--- src/rtl/boruss_fetch_if.sv ---
// ============================================================================
//  Module      : boruss_fetch_if
//  Description : Fetch-stage bus bundle for the Boruss CPU. It carries the
//                ROM address/data pair, the instruction handshake to decode,
//                and the redirect request from execute.
//                master = fetch stage, slave = ROM/decode/execute side.
//  Revision    : 1.0 - initial release
// ============================================================================
`default_nettype none

interface boruss_fetch_if #(
  parameter int ADDR_W = 8,
  parameter int DATA_W = 8
);
  // ROM port
  logic [ADDR_W-1:0] rom_addr;
  logic [DATA_W-1:0] rom_data;
  // Instruction handshake to decode
  logic [DATA_W-1:0] instr_out;
  logic [ADDR_W-1:0] instr_pc;
  logic              instr_valid;
  logic              instr_ready;
  // PC redirect from execute
  logic              redirect_en;
  logic [ADDR_W-1:0] redirect_addr;

  modport master (
    output rom_addr,
    input  rom_data,
    output instr_out,
    output instr_pc,
    output instr_valid,
    input  instr_ready,
    input  redirect_en,
    input  redirect_addr
  );

  modport slave (
    input  rom_addr,
    output rom_data,
    input  instr_out,
    input  instr_pc,
    input  instr_valid,
    output instr_ready,
    output redirect_en,
    output redirect_addr
  );
endinterface

`default_nettype wire

--- src/rtl/boruss_fetch.sv ---
// ============================================================================
//  Module      : boruss_fetch
//  Description : Instruction fetch stage for the Boruss CPU. Owns the PC,
//                addresses the combinational program ROM, registers the byte
//                into an instruction register and offers it to decode over a
//                valid/ready handshake. Execute may redirect the PC at any
//                time; a redirect flushes the instruction register.
//  Options     : BORUSS_FETCH_HALT_EN - when defined, loading HALT_OPCODE
//                parks the stage in HALT until a redirect or reset.
//  Revision    : 1.0 - initial release
// ============================================================================
`default_nettype none

module boruss_fetch #(
  parameter int                   ADDR_W      = 8,
  parameter int                   DATA_W      = 8,
  parameter logic [ADDR_W-1:0]    RESET_PC    = 8'h00,
  parameter logic [DATA_W-1:0]    HALT_OPCODE = 8'hFF
) (
  input  wire logic               clk,
  input  wire logic               rst_n,
  input  wire logic               fetch_en,
  boruss_fetch_if.master          bus,
  output logic                    halted,
  output logic [15:0]             fetch_count
);

`ifdef BORUSS_FETCH_HALT_EN
  localparam bit HALT_ENABLE = 1'b1;
`else
  localparam bit HALT_ENABLE = 1'b0;
`endif

  typedef enum logic [1:0] {
    S_IDLE  = 2'd0,
    S_FETCH = 2'd1,
    S_HALT  = 2'd2
  } state_t;

  state_t              state;
  logic [ADDR_W-1:0]   pc;
  logic [DATA_W-1:0]   instr_q;
  logic [ADDR_W-1:0]   instr_pc_q;
  logic                instr_valid_q;

  logic                load;
  logic                transfer;
  logic                halt_hit;
  logic [ADDR_W-1:0]   pc_next_seq;

  // The ROM is addressed directly by the PC; its data returns this cycle.
  assign bus.rom_addr    = pc;
  assign bus.instr_out   = instr_q;
  assign bus.instr_pc    = instr_pc_q;
  assign bus.instr_valid = instr_valid_q;

  // A load needs the FETCH state, fetching still enabled this cycle, a free
  // (or simultaneously drained) instruction register, and no redirect.
  assign load = (state == S_FETCH) && fetch_en &&
                (!instr_valid_q || bus.instr_ready) && !bus.redirect_en;

  // A redirect drops the held instruction, so it is never counted.
  assign transfer = instr_valid_q && bus.instr_ready && !bus.redirect_en;

  // Halt opcode only matters when the halt option is built in.
  assign halt_hit = HALT_ENABLE && (bus.rom_data == HALT_OPCODE);

  // Sequential successor wraps naturally at 2^ADDR_W.
  assign pc_next_seq = pc + {{(ADDR_W-1){1'b0}}, 1'b1};

  // Delivered-instruction counter, sticks at all-ones.
  always_ff @(posedge clk or negedge rst_n) begin
    if (!rst_n) begin
      fetch_count <= 16'h0000;
    end else if (transfer && (fetch_count != 16'hFFFF)) begin
      fetch_count <= fetch_count + 16'd1;
    end
  end

  // Fetch FSM with PC, instruction register and halt flag as registered outputs.
  always_ff @(posedge clk or negedge rst_n) begin
    if (!rst_n) begin
      state         <= S_IDLE;
      pc            <= RESET_PC;
      instr_q       <= '0;
      instr_pc_q    <= '0;
      instr_valid_q <= 1'b0;
      halted        <= 1'b0;
    end else if (bus.redirect_en) begin
      // Redirect wins over everything, including HALT.
      pc            <= bus.redirect_addr;
      instr_valid_q <= 1'b0;
      halted        <= 1'b0;
      state         <= fetch_en ? S_FETCH : S_IDLE;
    end else begin
      case (state)
        S_IDLE: begin
          if (fetch_en) state <= S_FETCH;
        end
        S_FETCH: begin
          if (!fetch_en) begin
            state <= S_IDLE;
          end else if (load && halt_hit) begin
            state  <= S_HALT;
            halted <= 1'b1;
          end
        end
        S_HALT: begin
          // Parked until redirect or reset.
          state <= S_HALT;
        end
        default: begin
          state <= S_IDLE;
        end
      endcase

      if (load) begin
        instr_q       <= bus.rom_data;
        instr_pc_q    <= pc;
        instr_valid_q <= 1'b1;
        // The halt opcode is still presented, but the PC stays on it.
        if (!halt_hit) pc <= pc_next_seq;
      end else if (instr_valid_q && bus.instr_ready) begin
        instr_valid_q <= 1'b0;
      end
    end
  end

endmodule

`default_nettype wire

--- src/flat_wrapper.sv ---
// flat-port wrapper written by rule: the top's interface ports become plain ports
module boruss_fetch_flat 
#(
  parameter int                   ADDR_W      = 8,
  parameter int                   DATA_W      = 8,
  parameter logic [ADDR_W-1:0]    RESET_PC    = 8'h00,
  parameter logic [DATA_W-1:0]    HALT_OPCODE = 8'hFF
)
  (clk, rst_n, fetch_en, halted, fetch_count, bus_rom_addr, bus_rom_data, bus_instr_out, bus_instr_pc, bus_instr_valid, bus_instr_ready, bus_redirect_en, bus_redirect_addr);
  boruss_fetch_if #(.ADDR_W(ADDR_W), .DATA_W(DATA_W)) bus_i ();
  input  wire logic clk;
  input  wire logic rst_n;
  input  wire logic fetch_en;
  output logic halted;
  output logic [15:0] fetch_count;
  output wire logic [$bits(bus_i.rom_addr)-1:0] bus_rom_addr;
  input wire logic [$bits(bus_i.rom_data)-1:0] bus_rom_data;
  output wire logic [$bits(bus_i.instr_out)-1:0] bus_instr_out;
  output wire logic [$bits(bus_i.instr_pc)-1:0] bus_instr_pc;
  output wire logic [$bits(bus_i.instr_valid)-1:0] bus_instr_valid;
  input wire logic [$bits(bus_i.instr_ready)-1:0] bus_instr_ready;
  input wire logic [$bits(bus_i.redirect_en)-1:0] bus_redirect_en;
  input wire logic [$bits(bus_i.redirect_addr)-1:0] bus_redirect_addr;
  assign bus_rom_addr = bus_i.rom_addr;
  assign bus_i.rom_data = bus_rom_data;
  assign bus_instr_out = bus_i.instr_out;
  assign bus_instr_pc = bus_i.instr_pc;
  assign bus_instr_valid = bus_i.instr_valid;
  assign bus_i.instr_ready = bus_instr_ready;
  assign bus_i.redirect_en = bus_redirect_en;
  assign bus_i.redirect_addr = bus_redirect_addr;
  boruss_fetch #(.ADDR_W(ADDR_W), .DATA_W(DATA_W), .RESET_PC(RESET_PC), .HALT_OPCODE(HALT_OPCODE)) u_core (.clk(clk), .rst_n(rst_n), .fetch_en(fetch_en), .bus(bus_i), .halted(halted), .fetch_count(fetch_count));
endmodule
--- config.mk ---
export PLATFORM = sky130hd
export DESIGN_NAME = boruss_fetch_flat
export DESIGN_NICKNAME = d
export VERILOG_FILES = /design/src/rtl/boruss_fetch_if.sv /design/src/rtl/boruss_fetch.sv /design/src/flat_wrapper.sv
export SDC_FILE = /design/constraint.sdc
export NUM_CORES = 1
export LEC_CHECK = 0
export ABC_AREA = 0
export CAP_MARGIN = 20
export CORE_MARGIN = 3
export CORE_UTILIZATION = 35
export DETAILED_ROUTE_END_ITERATION = 16
export SKIP_LAST_GASP = 1
export SLEW_MARGIN = 15
export SYNTH_ARGS = -nofsm -noshare
export SYNTH_HDL_FRONTEND = slang
export SYNTH_SLANG_ARGS = --single-unit
--- constraint.sdc ---
create_clock -name clk -period 2.2 [get_ports clk]
set_clock_uncertainty 0.2 [all_clocks]
set_input_delay 0.55 -clock clk [delete_from_list [all_inputs] [get_ports clk]]
set_output_delay 0.55 -clock clk [all_outputs]
set_load 0.05 [all_outputs]
==> flow_summary.json <==
{
  "synth_nets": 192,
  "via_count": 1492,
  "yosys.area_share.xor_xnor_pct": 8.73,
  "startpoint_type": "input port",
  "synth.area.top_cells": "dfrtp_1, mux2_2, xnor2_1, xor2_1, nor4_1",
  "crit_fanout": 2,
  "cts_setup_buffers": 0,
  "cts_buffers": 5,
  "via_per_inst": 4.80,
  "syn_avg_cell_area_sq_um": 11.9,
  "ios": 63,
  "power.total_mw": 2.33,
  "areaGrowthSynthToFinish_pct": 36.1,
  "yosys_warnings": 0,
  "grt-ovfl-total": 0,
  "max_stage_delay_ns": 0.52,
  "root_buffer": "clkbuf_8",
  "met1_usage_pct": 16.6,
  "cap_viol_max_count": 0,
  "clockPowerShare_pct": 21.7,
  "tritoncts": "built",
  "cp.arrival_ns": 2.03,
  "place_congestion": 0.829,
  "synth_compound_gate_area_share_pct": 3.24,
  "p_comb_share_pct": 35.0,
  "outcome": "complete, no violations",
  "netSwitchingFraction_pct": 38.7,
  "fin_util_pct": 51.2,
  "port-buffer-count": 61,
  "synthAdderAreaFrac_pct": 1.25,
  "synth_area_sq_um": 2010,
  "synth_seq_area_share_pct": 53.6,
  "place_inst": 304,
  "clock_latency_ns": 0.29,
  "max_slew.worst_pin.slew_ns": 0.534,
  "synth-edff-count": 0,
  "synth_ff_type": "dfrtp_1",
  "setup_tns_ns": 0,
  "power.share.sequential_pct": 43.3,
  "synth_cells": 169,
  "period_minus_slack_ns": 2.04,
  "irDropWorstVdd_mv": 0.492,
  "timing.fmax_ghz": 0.489,
  "gr-max-usage-layer": "met2",
  "dp_hpwl_um": 3280,
  "rsz0062_at_grt": "false",
  "floorplan.initialDensity_pct": 37.6,
  "synth-simple-area-share_pct": 20.8,
  "finalMaxSlewViolations": 0,
  "die_area_sq_um": 6670,
  "intPower_mw": 1.43,
  "setup_viol": 0,
  "crit_type": "in2reg",
  "synth_cell_type_count": 36,
  "cts_buffer_depth": 2,
  "grt_pass1_vias": 1504,
  "end_kind": "register",
  "rows": 26,
  "fin_nets": 264,
  "hold_ws_ns": 0.118,
  "firstDrtPassIters": 4,
  "period_share_pct": 93.0,
  "worst_path_dominant_cell_family": "buffers and inverters",
  "diodes": 0,
  "cts_resized": 0,
  "routed_wl_um": 4310,
  "grt_first_pass_wirelength_um": 7020,
  "yosysMostFrequentCell": "dfrtp_1",
  "wl_per_cell_um": 13.9,
  "grtUsageTotal_pct": 13.8,
  "synth_top_area_share_pct": 53.6,
  "antenna_found_initial": 0,
  "die_h_um": 81.7,
  "yosysTopAreaCell": "dfrtp_1",
  "first_iter_violations": 39,
  "grt_max_degree": 44,
  "min_path_type": "in2async",
  "power_density_nw_per_um2": 852,
  "grt_util_met3_pct": 5.04,
  "ant_nets": 0,
  "drc": 0,
  "finalHoldViolCount": 0,
  "synth_top_family_by_area": "simple AND/OR/NAND/NOR gates",
  "yosys_register_bits": 43,
  "met2_usage_pct": 22.9,
  "clk_pin_slew_ns": 0.08,
  "core_sq_um": 5340,
  "die_w_um": 81.7,
  "htree_levels": 2,
  "synthArstFlopShare_pct": 100,
  "layout-drive-gt1-share_pct": 33.6,
  "leakagePower_nw": 1.26,
  "synth_top_cells_by_count": "dfrtp_1, mux2_2, nand2_1, xnor2_1, xor2_1",
  "cp_num_buf_inv": 1,
  "relSlewSlack_pct": 64.4,
  "crit_required_ns": 2.19,
  "path_common_cell": "o31a_1",
  "final_cells": 311,
  "slowest_stage": "clkdlybuf4s50_1",
  "path_cells": "clkdlybuf4s50_1 > nand3b_4 > or3_4 > o31a_1 > o31a_1",
  "switching_power_mw": 0.900,
  "cts_hold_buf": 0,
  "clock-sinks": 43,
  "muxShareOfSynthArea_pct": 10.0
}
cell usage in the layout (no fill, tap or decap), types with 2 or more instances in the layout:
cell type	n
nand2b_1	3
nor2_1	8
mux2_2	17
nand4_1	5
nor4_1	9
xor2_1	10
inv_1	2
nor3_1	3
nand3_1	9
nand4_2	2
o21ai_0	7
xnor2_1	10
ha_1	2
nand2_1	12
nor4b_1	3
o31a_1	2
nor3b_1	2
clkdlybuf4s50_1	19
clkbuf_8	6
dfrtp_1	43
buf_4	49
metal layers:
| metal | vias to the layer above | part of all wire [%] |
|---|---|---|
| met2 | 47 | 46 |
| met3 | 9 | 7.7 |
| met4 | 0 | 1.4 |
| li1 | 744 | - |
| met5 | - | 0 |
| met1 | 692 | 45 |
stage by stage:
step | worst slack, ns | instance area [sq um]
after global placement | -0.157 | 2640
after detailed placement | -0.166 | 2640
final | 0.155 | 2730
after global routing | 0.0367 | 2730
after CTS | 0.162 | 2730
after floorplan | 0.105 | 2010
cell families after synthesis:
family                     after synthesis
AOI/OAI and AO/OA                       11
xor gates and xnor gates                20
adders and majority gates                2
buffers and inverters                    7
DFF                                     43
muxes                                   18
other                                    1
and+or+nand+nor                         67
final timing paths:
check	cells past startpoint	from	slack, ns	to
worst max-delay path	5	fetch_en	0.16	u_core.bus.rom_addr[7]
min in group clk	1	u_core.state[0]	0.30	u_core.state[1]
worst max register to register	5	u_core.fetch_count[0]	0.37	u_core.fetch_count[5]
worst min-delay path	2	rst_n	0.12	u_core.fetch_count[13]
worst min register to register	1	u_core.state[0]	0.30	u_core.state[1]
max in group asynchronous	2	rst_n	1.31	u_core.bus.rom_addr[2]
power groups by stage:
stage / Combinational [mW] / Clock [mW] / Sequential, mW
2_1_floorplan: 0.157 / 0 / 1.39
6_report: 0.813 / 0.506 / 1.01
3_3_place_gp: 0.816 / 0 / 1.02
3_5_place_dp: 0.823 / 0 / 1.02
4_1_cts: 0.824 / 0.532 / 1.01
5_1_grt: 0.857 / 0.556 / 1.02
area by class of cell:
type | instances | area, sq um
clock buffer | 6 | 82.6
tap | 70 | 87.6
sequential | 43 | 1080
multi-input combinational | 119 | 888
inverter | 2 | 7.51
timing repair buffer | 70 | 583
fill | 534 | 2610
clock inverter | 1 | 5.00
flip-flops by register name (all words and copies together) (netlist names):
signal                  count
u_core.bus.instr_valid      1
u_core.bus.instr_out        8
u_core.fetch_count         16
u_core.bus.rom_addr         8
u_core.bus.instr_pc         8
u_core.state                2
Note: power is estimated with default switching activity, not from simulation.
